[src/rtl/bht_update_scheduler_if.sv]
// Interface for the BHT update scheduler: the EXE update handshake, the clear request
// and the BHT write port.
interface bht_update_scheduler_if #(
  parameter int SIZE_OF_INDEX = 7,
  parameter int ENTRY_W       = 56,
  parameter int QUEUE_DEPTH   = 4
);
  // Handshake: an update transfers on a cycle where upd_valid && upd_ready at the rising clk
  // edge; upd_valid and its payload stay stable until that transfer happens; upd_ready never
  // depends on upd_valid.
  logic                               upd_valid;
  logic                               upd_ready;
  logic [SIZE_OF_INDEX-1:0]           upd_index;
  logic [ENTRY_W-1:0]                 upd_data;
  logic                               clr_req;
  logic                               wr_grant;
  logic                               wr_en;
  logic [SIZE_OF_INDEX-1:0]           wr_addr;
  logic [ENTRY_W-1:0]                 wr_data;
  logic                               bpu_en;
  logic [$clog2(QUEUE_DEPTH):0]       q_count;
  logic                               dbg_state;

  modport master (
    output upd_valid, upd_index, upd_data, clr_req, wr_grant,
    input  upd_ready, wr_en, wr_addr, wr_data, bpu_en, q_count, dbg_state
  );

  modport slave (
    input  upd_valid, upd_index, upd_data, clr_req, wr_grant,
    output upd_ready, wr_en, wr_addr, wr_data, bpu_en, q_count, dbg_state
  );
endinterface

[src/rtl/bht_update_scheduler.sv]
// BHT write-port owner: queues EXE updates in a FIFO and sequences full-table clears.
// Optional macro BHT_UPD_COALESCE_EN merges an update into the youngest entry on index match.
module bht_update_scheduler #(
  parameter int SIZE_OF_INDEX = 7,
  parameter int ENTRY_W       = 56,
  parameter int QUEUE_DEPTH   = 4
) (
  input  logic                   clk,
  input  logic                   rst,
  bht_update_scheduler_if.slave  bus
);
  localparam int AW = $clog2(QUEUE_DEPTH);
  localparam int CW = AW + 1;

  typedef enum logic {S_CLEAR = 1'b0, S_RUN = 1'b1} state_t;

  state_t                   state_q, state_d;
  logic [SIZE_OF_INDEX-1:0] ptr_q, ptr_d;
  logic [CW-1:0]            cnt_q, cnt_d;
  logic [AW-1:0]            rd_q, wr_q, young;
  logic [SIZE_OF_INDEX-1:0] idx_mem  [QUEUE_DEPTH];
  logic [ENTRY_W-1:0]       data_mem [QUEUE_DEPTH];

  logic                     full, empty, ready, xfer, pop, push, coal, match;
  logic                     wr_en;
  logic [SIZE_OF_INDEX-1:0] wr_addr;
  logic [ENTRY_W-1:0]       wr_data;

  assign full  = (cnt_q == CW'(QUEUE_DEPTH));
  assign empty = (cnt_q == '0);
  assign young = wr_q - AW'(1);

`ifdef BHT_UPD_COALESCE_EN
  assign match = !empty && (idx_mem[young] == bus.upd_index);
  assign ready = !full || match;
`else
  assign match = 1'b0;
  assign ready = !full;
`endif

  assign xfer = bus.upd_valid && ready;
  assign pop  = (state_q == S_RUN) && !empty && bus.wr_grant;
  // A lone entry that is leaving this cycle cannot absorb the update; it enqueues instead.
  assign coal = (state_q == S_RUN) && xfer && match && !bus.clr_req &&
                !((cnt_q == CW'(1)) && pop);
  assign push = (state_q == S_RUN) && xfer && !bus.clr_req && !coal;

  always_comb begin
    state_d = state_q;
    ptr_d   = ptr_q;
    cnt_d   = cnt_q;
    wr_en   = 1'b0;
    wr_addr = '0;
    wr_data = '0;
    case (state_q)
      S_CLEAR: begin
        wr_en   = bus.wr_grant;
        wr_addr = ptr_q;
        cnt_d   = '0;
        if (bus.clr_req) begin
          ptr_d = '0;
        end else if (bus.wr_grant) begin
          ptr_d = ptr_q + SIZE_OF_INDEX'(1);
          if (&ptr_q) state_d = S_RUN;
        end
      end
      S_RUN: begin
        wr_en = pop;
        if (!empty) begin
          wr_addr = idx_mem[rd_q];
          wr_data = data_mem[rd_q];
        end
        if (bus.clr_req) begin
          state_d = S_CLEAR;
          ptr_d   = '0;
          cnt_d   = '0;
        end else begin
          cnt_d = cnt_q + CW'(push) - CW'(pop);
        end
      end
      default: state_d = S_CLEAR;
    endcase
  end

  always_ff @(posedge clk or negedge rst) begin
    if (!rst) begin
      state_q <= S_CLEAR;
      ptr_q   <= '0;
      cnt_q   <= '0;
      rd_q    <= '0;
      wr_q    <= '0;
    end else begin
      state_q <= state_d;
      ptr_q   <= ptr_d;
      cnt_q   <= cnt_d;
      if ((state_q == S_RUN) && bus.clr_req) begin
        rd_q <= '0;
        wr_q <= '0;
      end else begin
        if (push) wr_q <= wr_q + AW'(1);
        if (pop)  rd_q <= rd_q + AW'(1);
      end
    end
  end

  // Storage needs no reset: entries are only read while the occupancy says they are valid.
  always_ff @(posedge clk) begin
    if (push) begin
      idx_mem[wr_q]  <= bus.upd_index;
      data_mem[wr_q] <= bus.upd_data;
    end
    if (coal) begin
      data_mem[young] <= bus.upd_data;
    end
  end

  assign bus.upd_ready = ready;
  assign bus.wr_en     = wr_en;
  assign bus.wr_addr   = wr_addr;
  assign bus.wr_data   = wr_data;
  assign bus.bpu_en    = (state_q == S_RUN);
  assign bus.q_count   = cnt_q;
  assign bus.dbg_state = state_q;
endmodule
[src/flat_wrapper.sv]
// flat-port wrapper written by rule: the top's interface ports become plain ports
module bht_update_scheduler_flat 
#(
  parameter int SIZE_OF_INDEX = 7,
  parameter int ENTRY_W       = 56,
  parameter int QUEUE_DEPTH   = 4
)
  (clk, rst, bus_upd_valid, bus_upd_index, bus_upd_data, bus_clr_req, bus_wr_grant, bus_upd_ready, bus_wr_en, bus_wr_addr, bus_wr_data, bus_bpu_en, bus_q_count, bus_dbg_state);
  bht_update_scheduler_if #(.SIZE_OF_INDEX(SIZE_OF_INDEX), .ENTRY_W(ENTRY_W), .QUEUE_DEPTH(QUEUE_DEPTH)) bus_i ();
  input  logic clk;
  input  logic rst;
  input wire logic [$bits(bus_i.upd_valid)-1:0] bus_upd_valid;
  input wire logic [$bits(bus_i.upd_index)-1:0] bus_upd_index;
  input wire logic [$bits(bus_i.upd_data)-1:0] bus_upd_data;
  input wire logic [$bits(bus_i.clr_req)-1:0] bus_clr_req;
  input wire logic [$bits(bus_i.wr_grant)-1:0] bus_wr_grant;
  output wire logic [$bits(bus_i.upd_ready)-1:0] bus_upd_ready;
  output wire logic [$bits(bus_i.wr_en)-1:0] bus_wr_en;
  output wire logic [$bits(bus_i.wr_addr)-1:0] bus_wr_addr;
  output wire logic [$bits(bus_i.wr_data)-1:0] bus_wr_data;
  output wire logic [$bits(bus_i.bpu_en)-1:0] bus_bpu_en;
  output wire logic [$bits(bus_i.q_count)-1:0] bus_q_count;
  output wire logic [$bits(bus_i.dbg_state)-1:0] bus_dbg_state;
  assign bus_i.upd_valid = bus_upd_valid;
  assign bus_i.upd_index = bus_upd_index;
  assign bus_i.upd_data = bus_upd_data;
  assign bus_i.clr_req = bus_clr_req;
  assign bus_i.wr_grant = bus_wr_grant;
  assign bus_upd_ready = bus_i.upd_ready;
  assign bus_wr_en = bus_i.wr_en;
  assign bus_wr_addr = bus_i.wr_addr;
  assign bus_wr_data = bus_i.wr_data;
  assign bus_bpu_en = bus_i.bpu_en;
  assign bus_q_count = bus_i.q_count;
  assign bus_dbg_state = bus_i.dbg_state;
  bht_update_scheduler #(.SIZE_OF_INDEX(SIZE_OF_INDEX), .ENTRY_W(ENTRY_W), .QUEUE_DEPTH(QUEUE_DEPTH)) u_core (.clk(clk), .rst(rst), .bus(bus_i));
endmodule
[config.mk]
export PLATFORM = sky130hd
export DESIGN_NAME = bht_update_scheduler_flat
export DESIGN_NICKNAME = d
export VERILOG_FILES = /design/src/rtl/bht_update_scheduler_if.sv /design/src/rtl/bht_update_scheduler.sv /design/src/flat_wrapper.sv
export SDC_FILE = /design/constraint.sdc
export NUM_CORES = 1
export LEC_CHECK = 0
export BUFFER_PORTS_ARGS = -buffer_cell sky130_fd_sc_hd__buf_4
export CORE_AREA = 2 2 184 150
export DETAILED_ROUTE_END_ITERATION = 16
export DIE_AREA = 0 0 186 152
export REMOVE_ABC_BUFFERS = 1
export SYNTH_ARGS = -nofsm -noshare
export SYNTH_HDL_FRONTEND = slang
export SYNTH_SLANG_ARGS = --single-unit
[constraint.sdc]
create_clock -name clk -period 3.8 [get_ports clk]
set_input_delay 0.76 -clock clk [delete_from_list [all_inputs] [get_ports clk]]
set_output_delay 0.76 -clock clk [all_outputs]
set_load 0.03 [all_outputs]
## After elaboration in Yosys (flattened, before gate mapping)

Memories as Yosys holds them, arrays and structs flattened.
Index checks and enable logic that the tools add are counted.

- Register bits: 15
- Memory bits (writable): 252
- Output and inout port bits: 70
- Word-level logic and storage cells: 52
- Memories: 2

Memories:

| memory | words | bits a word | read ports | clocked after Yosys merged registers in | wr ports | line | source |
|---|---|---|---|---|---|---|---|
| u_core.data_mem | 4 | 56 | 1 | 0 | 1 | bht_update_scheduler.sv:22 | `logic [ENTRY_W-1:0] data_mem [QUEUE_DEPTH];` |
| u_core.idx_mem | 4 | 7 | 1 | 0 | 1 | bht_update_scheduler.sv:21 | `logic [SIZE_OF_INDEX-1:0] idx_mem [QUEUE_DEPTH];` |

- Add/sub/neg operators: 5
- Equality and inequality tests: 3
- Muxes and demuxes: 22
- Bitwise operators: 1
- Reduce and logical (&&, ||, !) cells: 14

Operators with widths:

| cell | number |
|---|---|
| 56-bit two-way mux | 2 |
| 7-bit two-way mux | 4 |
| 7-bit one-hot mux with 2 select lines | 2 |
| 2-bit two-way mux | 4 |
| 7-bit by 1-bit adder with 7-bit output, second input constant | 1 |
| 7-bit AND reduction | 1 |
| 1-bit logical AND | 6 |
| 1-bit two-way mux | 6 |
| 3-bit one-hot mux with 2 select lines | 1 |
| 2-bit by 1-bit adder with 2-bit output, second input constant | 2 |
| 1-bit one-hot mux with 2 select lines | 2 |
| 2-bit nonzero test | 2 |
| 3-bit by 1-bit adder with 3-bit output | 1 |
| 3-bit == test, second input constant | 1 |
| 1-bit logical NOT | 3 |
| 3-bit logical NOT | 1 |
| 3-bit two-way mux | 1 |
| 3-bit != test, second input constant | 1 |
| 3-bit by 1-bit subtractor with 3-bit output | 1 |
| 2-bit != test, second input constant | 1 |
| 2-bit AND reduction | 1 |
| 1-bit NOT | 1 |

## Depth between registers and ports, before layout

Gate-level depths: netlist of run 1.

- Depth after elaboration: 9
- Depth in mapped cells: 10
- Gate-level depth less buffers: 10

## Worst setup path before layout of run 1

OpenSTA, ideal clock, no wires.

- Path type: reg2reg
- From: register u_core.cnt_q[1], in the netlist u_core.bus.q_count[1]
- To: memory u_core.data_mem[0][0], enable pin
- Arrival time: 2.799 ns
- Data required time: 3.372 ns
- Setup slack: 0.573 ns
- Stages on the path, launching flop included: 5
- Buffers on the path: 1
- Period minus slack after synthesis: 3.227 ns
- Path through: dfrtp_1 -> or3b_1 -> and3_1 -> buf_2 -> and2_1

- Cells in the longest elaborated chain, start to end: 7

RTL lines:

| element | line | source |
|---|---|---|
| start, declared | bht_update_scheduler.sv:19 | `logic [CW-1:0] cnt_q, cnt_d;` |
| start signal, assigned | bht_update_scheduler.sv:95 | `cnt_q <= cnt_d;` |
| 3-bit == test | bht_update_scheduler.sv:29 | `assign full = (cnt_q == CW'(QUEUE_DEPTH));` |
| 1-bit logical NOT | bht_update_scheduler.sv:38 | `assign ready = !full;` |
| net bus_upd_ready | flat_wrapper.sv:17 | `output wire logic [$bits(bus_i.upd_ready)-1:0] bus_upd_ready;` |
| 1-bit logical AND | bht_update_scheduler.sv:41 | `assign xfer = bus.upd_valid && ready;` |
| 1-bit logical AND | -- |  |
| 1-bit logical AND | bht_update_scheduler.sv:46 | `assign push = (state_q == S_RUN) && xfer && !bus.clr_req && !coal;` |
| 1-bit two-way mux | bht_update_scheduler.sv:108 | `if (push) begin` |
| 1-bit two-way mux (not written as such) | bht_update_scheduler.sv:110 | `data_mem[wr_q] <= bus.upd_data;` |
| end, declared | bht_update_scheduler.sv:22 |  |

The timed path passes the listed nets, and every way through them passes these cells.

## Worst setup path in the final report of run 1

- From: register u_core.rd_q[0]
- To: output port bus_wr_data[29]

- Cells in the longest elaborated chain, start to end: 3

RTL lines:

| element | line | source |
|---|---|---|
| start, declared | bht_update_scheduler.sv:20 | `logic [AW-1:0] rd_q, wr_q, young;` |
| start signal, assigned | bht_update_scheduler.sv:101 | `if (pop) rd_q <= rd_q + AW'(1);` |
| memory 4 x 56 bit | -- |  |
| 56-bit two-way mux | bht_update_scheduler.sv:69 | `if (!empty) begin` |
| 56-bit two-way mux | bht_update_scheduler.sv:55 | `case (state_q)` |
| end, declared | flat_wrapper.sv:20 | `output wire logic [$bits(bus_i.wr_data)-1:0] bus_wr_data;` |

No other way between the ends.

==> results.ini, run 1 <==
[drt]
drt_wl_total_um = 20800
drc = 0
drt_iter0_drc = 278
vias_per_cell = 5.03
drtAntennaViolNets = 0
vias = 5198
dr.pass1.iters = 4
wl_per_cell_um = 20.2

[setup_path]
reg2reg_to = u_core.bus.q_count[2]
worst_setup_path_start_kind = register
worstSetupEndpointType = output pin
critPathArrivalTime_ns = 2.54
cp_max_fo = 20
r2r_start = u_core.bus.q_count[1]
rrSetupSlack_ns = 0.91
crit_type = reg2out
required_ns = 3.04
reg2reg_depth = 10

[sta]
hold_viol = 0
worstMarginPinSlew_ns = 0.892
finalClockSkew_ns = 0.0137
slew_viol_final = 0
min_period_ns = 3.30
setup_viol = 0
finalCritPeriodShare = 0.870
relSlewSlack = 0.398
clock.fmax_mhz = 303
rsz0062_at_grt = false

[flow_run]
cap_viol_max_count = 0

[clock_network]
clock_path_buffers = 3
htreeDepth = 1
post_cts_buffers = 0
insertion_delay_ns = 0.53
cts.clk_slew.worst_paths_ns = 0.06
clockRootBuffer = clkbuf_16
cts_resized = 0
clock-sinks = 267
cts_tree = done
cts_buffers = 28
hold_buffers = 0

[place]
dp_hpwl_um = 12400
gp_congestion = 0.747
placed_cell_area_um2 = 11900
port_buffers = 137

[die]
initial_core_util = 0.391
coreArea_um2 = 26700
dieArea_um2 = 28300
io_pins = 138
std_cell_rows = 54
die_y_um = 152
die_w_um = 186

[global_route]
antenna_found_initial = 0
grt_pass1_wl_um = 32400
grt_usage = 0.150
grt_pass1_vias = 5617
grt_overflow = 0
grt_max_degree = 65

[yosys]
yosysSeqAreaShare = 0.761
ys_ff_latch = 267
synth_edf_count = 252
syn_area_per_cell_um2 = 20.8
synthCells = 501
ys.flop_type = edfxtp_1
post-synth-top-count-cell = edfxtp_1
ys_top_cells_by_count = 252 x edfxtp_1, 63 x mux4_2, 62 x and2_1, 15 x dfrtp_1
async_reset_ff_frac = 0.0562
syn_area_um2 = 10400
yosys-top-cells-area = edfxtp_1 73%, mux4_2 14%, and2_1 3.7%
yosysUniqueCellTypes = 34
ys_warn_count = 0
synth_top_area_frac = 0.725
synth_top_cell_by_area = edfxtp_1

[cells_and_area]
diodes = 0
nFillCells = 2213
layout.nets = 726
fin_util = 0.477
drive_above_1_share = 0.374
area_growth_pct = 21.9
final_area_um2 = 12700

[pwr]
cellLeakagePower_nw = 4.33
irDropWorstVdd_uv = 349
powerDensity_nw_per_um2 = 451

[outcome]
status = completed

[hold_path]
min_path_type = in2async

## how the worst max path moves through the flow
stage	start	endpoint	slack, ns	depth (start not counted)
after floorplan	u_core.rd_q[0]	bus_wr_addr[0]	-0.58	3
after global placement	u_core.rd_q[0]	bus_wr_addr[0]	0.97	5
after detailed placement	u_core.bus.q_count[1]	u_core.bus.q_count[2]	0.91	10
after CTS	u_core.rd_q[0]	bus_wr_data[29]	0.40	4
after global routing	u_core.bus.bpu_en	bus_wr_addr[1]	0.28	5
final	u_core.rd_q[0]	bus_wr_data[29]	0.50	4
## metal layers
layer  up-vias  track usage  share of wire
met5         -            0              0
met4         0       0.0341          0.021
met3        32       0.0472          0.090
met2       180        0.241           0.47
met1      2690        0.202           0.42
li1       2296            -              -
## cells by family after synthesis
| logic type | count (synthesis) | share of synthesized area |
|---|---|---|
| buffers and inverters | 40 | 0.0207 |
| flip-flops | 267 | 0.761 |
| AND/OR/NAND/NOR | 96 | 0.0534 |
| multiplexers | 68 | 0.141 |
| adder cells (fa/ha/maj) | 8 | 0.0103 |
| AO/OA/AOI/OAI | 17 | 0.00947 |
| XOR/XNOR | 5 | 0.00420 |
## area by class of cell
cell class / count / area [µm²] / share of cell area
clock buffers: 33 / 741 / 0.0582
clock inverters: 16 / 72.6 / 0.00570
inverters: 14 / 52.6 / 0.00413
multi-input cells: 194 / 2290 / 0.180
flip-flops and latches: 267 / 7950 / 0.625
well taps: 364 / 455 / 0.0358
repair buffers: 145 / 1160 / 0.0915
## metrics by stage
| stage | power (mW) | hold slack (ns) | setup TNS (ns) | setup WS, ns | instances |
|---|---|---|---|---|---|
| global placement | 3.38 | 0.520 | 0 | 0.971 | 984 |
| CTS | 5.81 | 0.0660 | 0 | 0.400 | 1033 |
| detailed placement | 3.39 | 0.544 | 0 | 0.908 | 984 |
| finish | 5.74 | 0.0831 | 0 | 0.495 | 1033 |
| floorplan | 3.30 | 0.464 | -28.26 | -0.580 | 475 |
| global route | 5.93 | 0.0734 | 0 | 0.281 | 1033 |
## registers in the layout (all words and copies together), names as in the netlist
name                count
u_core.wr_q             2
u_core.bus.q_count      3
u_core.data_mem       224
u_core.bus.bpu_en       1
u_core.rd_q             2
u_core.ptr_q            7
u_core.idx_mem         28
## critical path: stages, from the launching register on
cell     delay (ns)
dfrtp_4        0.69
buf_4          0.41
mux4_2         0.55
and2_1         0.18
buf_4          0.16
## placed cells by master, fill, tap and decap left out, types with 3 or more instances in the layout
cell       instances
clkinv_2           3
ha_1               7
and2_1            58
buf_4            139
o21ai_0            9
a21oi_1            4
mux4_2            63
mux2i_1            4
and2_4             4
inv_1             14
clkbuf_16         29
clkbuf_1           4
xnor2_1            4
dfrtp_1           13
nand2_1           14
edfxtp_1         252
nor2_1             6
clkinv_1          11
buf_12             6
## where the power goes
group	switching (mW)	internal, mW
clock	1.04	1.37
combinational	0.0541	0.0524
sequential	0.00214	3.22
total	1.10	4.64
Power figures use the tool's default switching activity.
==> run 2, diff against run 1 <==
--- a/config.mk
+++ b/config.mk
@@ -9,6 +9,7 @@
 export CORE_AREA = 2 2 184 150
 export DETAILED_ROUTE_END_ITERATION = 16
 export DIE_AREA = 0 0 186 152
+export PLACE_DENSITY_LB_ADDON = 0.15
 export REMOVE_ABC_BUFFERS = 1
 export SYNTH_ARGS = -nofsm -noshare
 export SYNTH_HDL_FRONTEND = slang
==> run 2 against run 1 <==
  * Via count shrank 1.7%
  * Total power up 6.3%
  * Final cell count rose by 0.58%
  * Critical path type unchanged
==> results.ini, run 2 (same netlist as run 1, synthesis figures left out) <==
[cells_and_area]
largest_reg_flops = 224  ; unchanged
final_cell_mix = 252 x edfxtp_1, 142 x buf_4, 63 x mux4_2, 58 x and2_1, 29 x clkbuf_16  ; was 252 x edfxtp_1, 139 x buf_4, 63 x mux4_2, 58 x and2_1, 29 x clkbuf_16
final_area_um2 = 12900  ; was 12,700 µm²
drive_above_1_share = 0.381  ; was 0.374
regArea_um2 = 7950  ; unchanged
layout_commonest_cell = edfxtp_1  ; unchanged
fin_cells = 1039  ; was 1,033
area_growth_pct = 23.5  ; was 21.9%
diodes = 0  ; unchanged
multiInputGateArea_um2 = 2290  ; unchanged
regMostFlops = u_core.data_mem  ; unchanged
reg_top3 = u_core.data_mem x224, u_core.idx_mem x28, u_core.ptr_q x7  ; unchanged
nFillCells = 2245  ; was 2,213
layout.nets = 729  ; was 726

[clock_network]
hold_buffers = 0  ; unchanged
cts_resized = 0  ; unchanged
cts.clk_slew.worst_paths_ns = 0.06  ; about the same
insertion_delay_ns = 0.53  ; about the same
cts_tree = done  ; unchanged
clock-sinks = 267  ; unchanged
cts_buffers = 28  ; unchanged
htreeDepth = 1  ; unchanged
clockRootBuffer = clkbuf_16  ; unchanged
clock_path_buffers = 3  ; unchanged
post_cts_buffers = 0  ; unchanged

[sta]
finalClockSkew_ns = 0.00664  ; was 0.0137 ns
hold_viol = 0  ; unchanged
finalCritPeriodShare = 0.883  ; was 0.870
relSlewSlack = 0.453  ; was 0.398
slew_viol_final = 0  ; unchanged
min_period_ns = 3.36  ; was 3.30 ns
worstMarginPinSlew_ns = 0.810  ; was 0.892 ns
clock.fmax_mhz = 298  ; was 303 MHz
rsz0062_at_grt = false  ; unchanged
setup_viol = 0  ; unchanged

[drt]
drt_wl_total_um = 20800  ; about the same
wl_per_cell_um = 20.0  ; was 20.2 µm
drc = 0  ; unchanged
drt_iter0_drc = 235  ; was 278
drtAntennaViolNets = 0  ; unchanged
dr.pass1.iters = 4  ; unchanged
vias = 5111  ; was 5,198
vias_per_cell = 4.92  ; was 5.03

[place]
place_inst = 987  ; was 984
dp_hpwl_um = 12500  ; was 12,400 µm
port_buffers = 137  ; unchanged
placed_cell_area_um2 = 11900  ; about the same
gp_congestion = 0.735  ; was 0.747

[setup_path]
worstSetupEndpointType = output pin  ; unchanged
worst_setup_path_start_kind = register  ; unchanged
slowest_delay_ns = 0.74  ; was 0.69 ns
required_ns = 3.04  ; about the same
reg2reg_depth = 10  ; unchanged
path_cells = o31a_2, buf_12, nand2_1, o21ai_0, buf_4  ; was buf_4, mux4_2, and2_1, buf_4
crit_type = reg2out  ; unchanged
cp_max_fo = 33  ; was 20
slowest_stage = o31a_2  ; was dfrtp_4
critPathArrivalTime_ns = 2.60  ; was 2.54 ns

[pwr]
cellLeakagePower_nw = 4.42  ; was 4.33 nW
finalPower_mw = 6.10  ; was 5.74 mW
irDropWorstVdd_uv = 318  ; was 349 µV
powerDensity_nw_per_um2 = 474  ; was 451 nW/µm²

[hold_path]
min_path_type = in2async  ; unchanged

[die]
coreArea_um2 = 26700  ; unchanged
die_y_um = 152  ; unchanged
io_pins = 138  ; unchanged
initial_core_util = 0.391  ; unchanged
std_cell_rows = 54  ; unchanged
die_w_um = 186  ; unchanged
dieArea_um2 = 28300  ; unchanged

[flow_run]
cap_viol_max_count = 0  ; unchanged

[global_route]
grt_overflow = 0  ; unchanged
grt_max_degree = 34  ; was 65
antenna_found_initial = 0  ; unchanged
grt_usage = 0.148  ; was 0.150
grt_pass1_vias = 5506  ; was 5,617
grt_pass1_wl_um = 31600  ; was 32,400 µm

[outcome]
status = completed  ; unchanged

## run 2: cell count changes in the layout (fill, tap and decap cells not counted), sizes merged
cell and change:
clkinvlp -1, clkinv -3, buf +3, clkbuf +1
inv +1, bufinv +5
## run 2: worst paths after layout
kind,start,endpoint,slack (ns)
worst min register to register,u_core.wr_q[0],u_core.wr_q[0],0.56
worst max register to register,u_core.bus.q_count[1],u_core.bus.q_count[2],1.02
min in group clk,bus_upd_data[42],u_core.data_mem[0][42],0.43
max in group asynchronous,rst,u_core.rd_q[0],3.51
worst max-delay path,u_core.bus.bpu_en,bus_wr_addr[6],0.44
worst min-delay path,rst,u_core.ptr_q[1],0.09
## run 2: metal layers
layer  share of wire  track usage  vias up
met1            0.43        0.192     2661
met2            0.50        0.256      130
met5               0            0        -
li1                -            -     2295
met4           0.016       0.0289        0
met3           0.055       0.0350       25
## run 2: metrics by stage
| stage | setup TNS [ns] | utilization | setup slack, ns | hold WS [ns] |
|---|---|---|---|---|
| 2_1_floorplan | -28.26 | - | -0.580 | 0.464 |
| 3_3_place_gp | 0 | 0.447 | 1.02 | 0.523 |
| 3_5_place_dp | 0 | 0.447 | 0.966 | 0.550 |
| 4_1_cts | 0 | 0.483 | 0.389 | 0.0664 |
| 5_1_grt | 0 | 0.483 | 0.212 | 0.0674 |
| 6_report | 0 | 0.483 | 0.444 | 0.0851 |
## run 2: worst max-delay path: cells and delay by family, from the launching register on
family                 cells  cell delay, ns
flip-flops                 1            0.66
AND/OR/NAND/NOR            1            0.07
buffers and inverters      2            0.47
AO/OA/AOI/OAI              2            0.83
## run 2: where the power goes
part           switching (mW)  internal, mW  leakage [nW]
combinational          0.0519        0.0524          1.49
clock                    1.05          1.72         0.464
sequential            0.00244          3.22          2.47
total                    1.11          5.00          4.42
## run 2: final cells by class
type / count / area share
Clock buffer: 34 / 0.0578
Inverter: 14 / 0.00408
Sequential cell: 267 / 0.617
Clock inverter: 18 / 0.0161
Timing Repair Buffer: 148 / 0.0921
Multi-Input combinational cell: 194 / 0.178
Tap cell: 364 / 0.0353
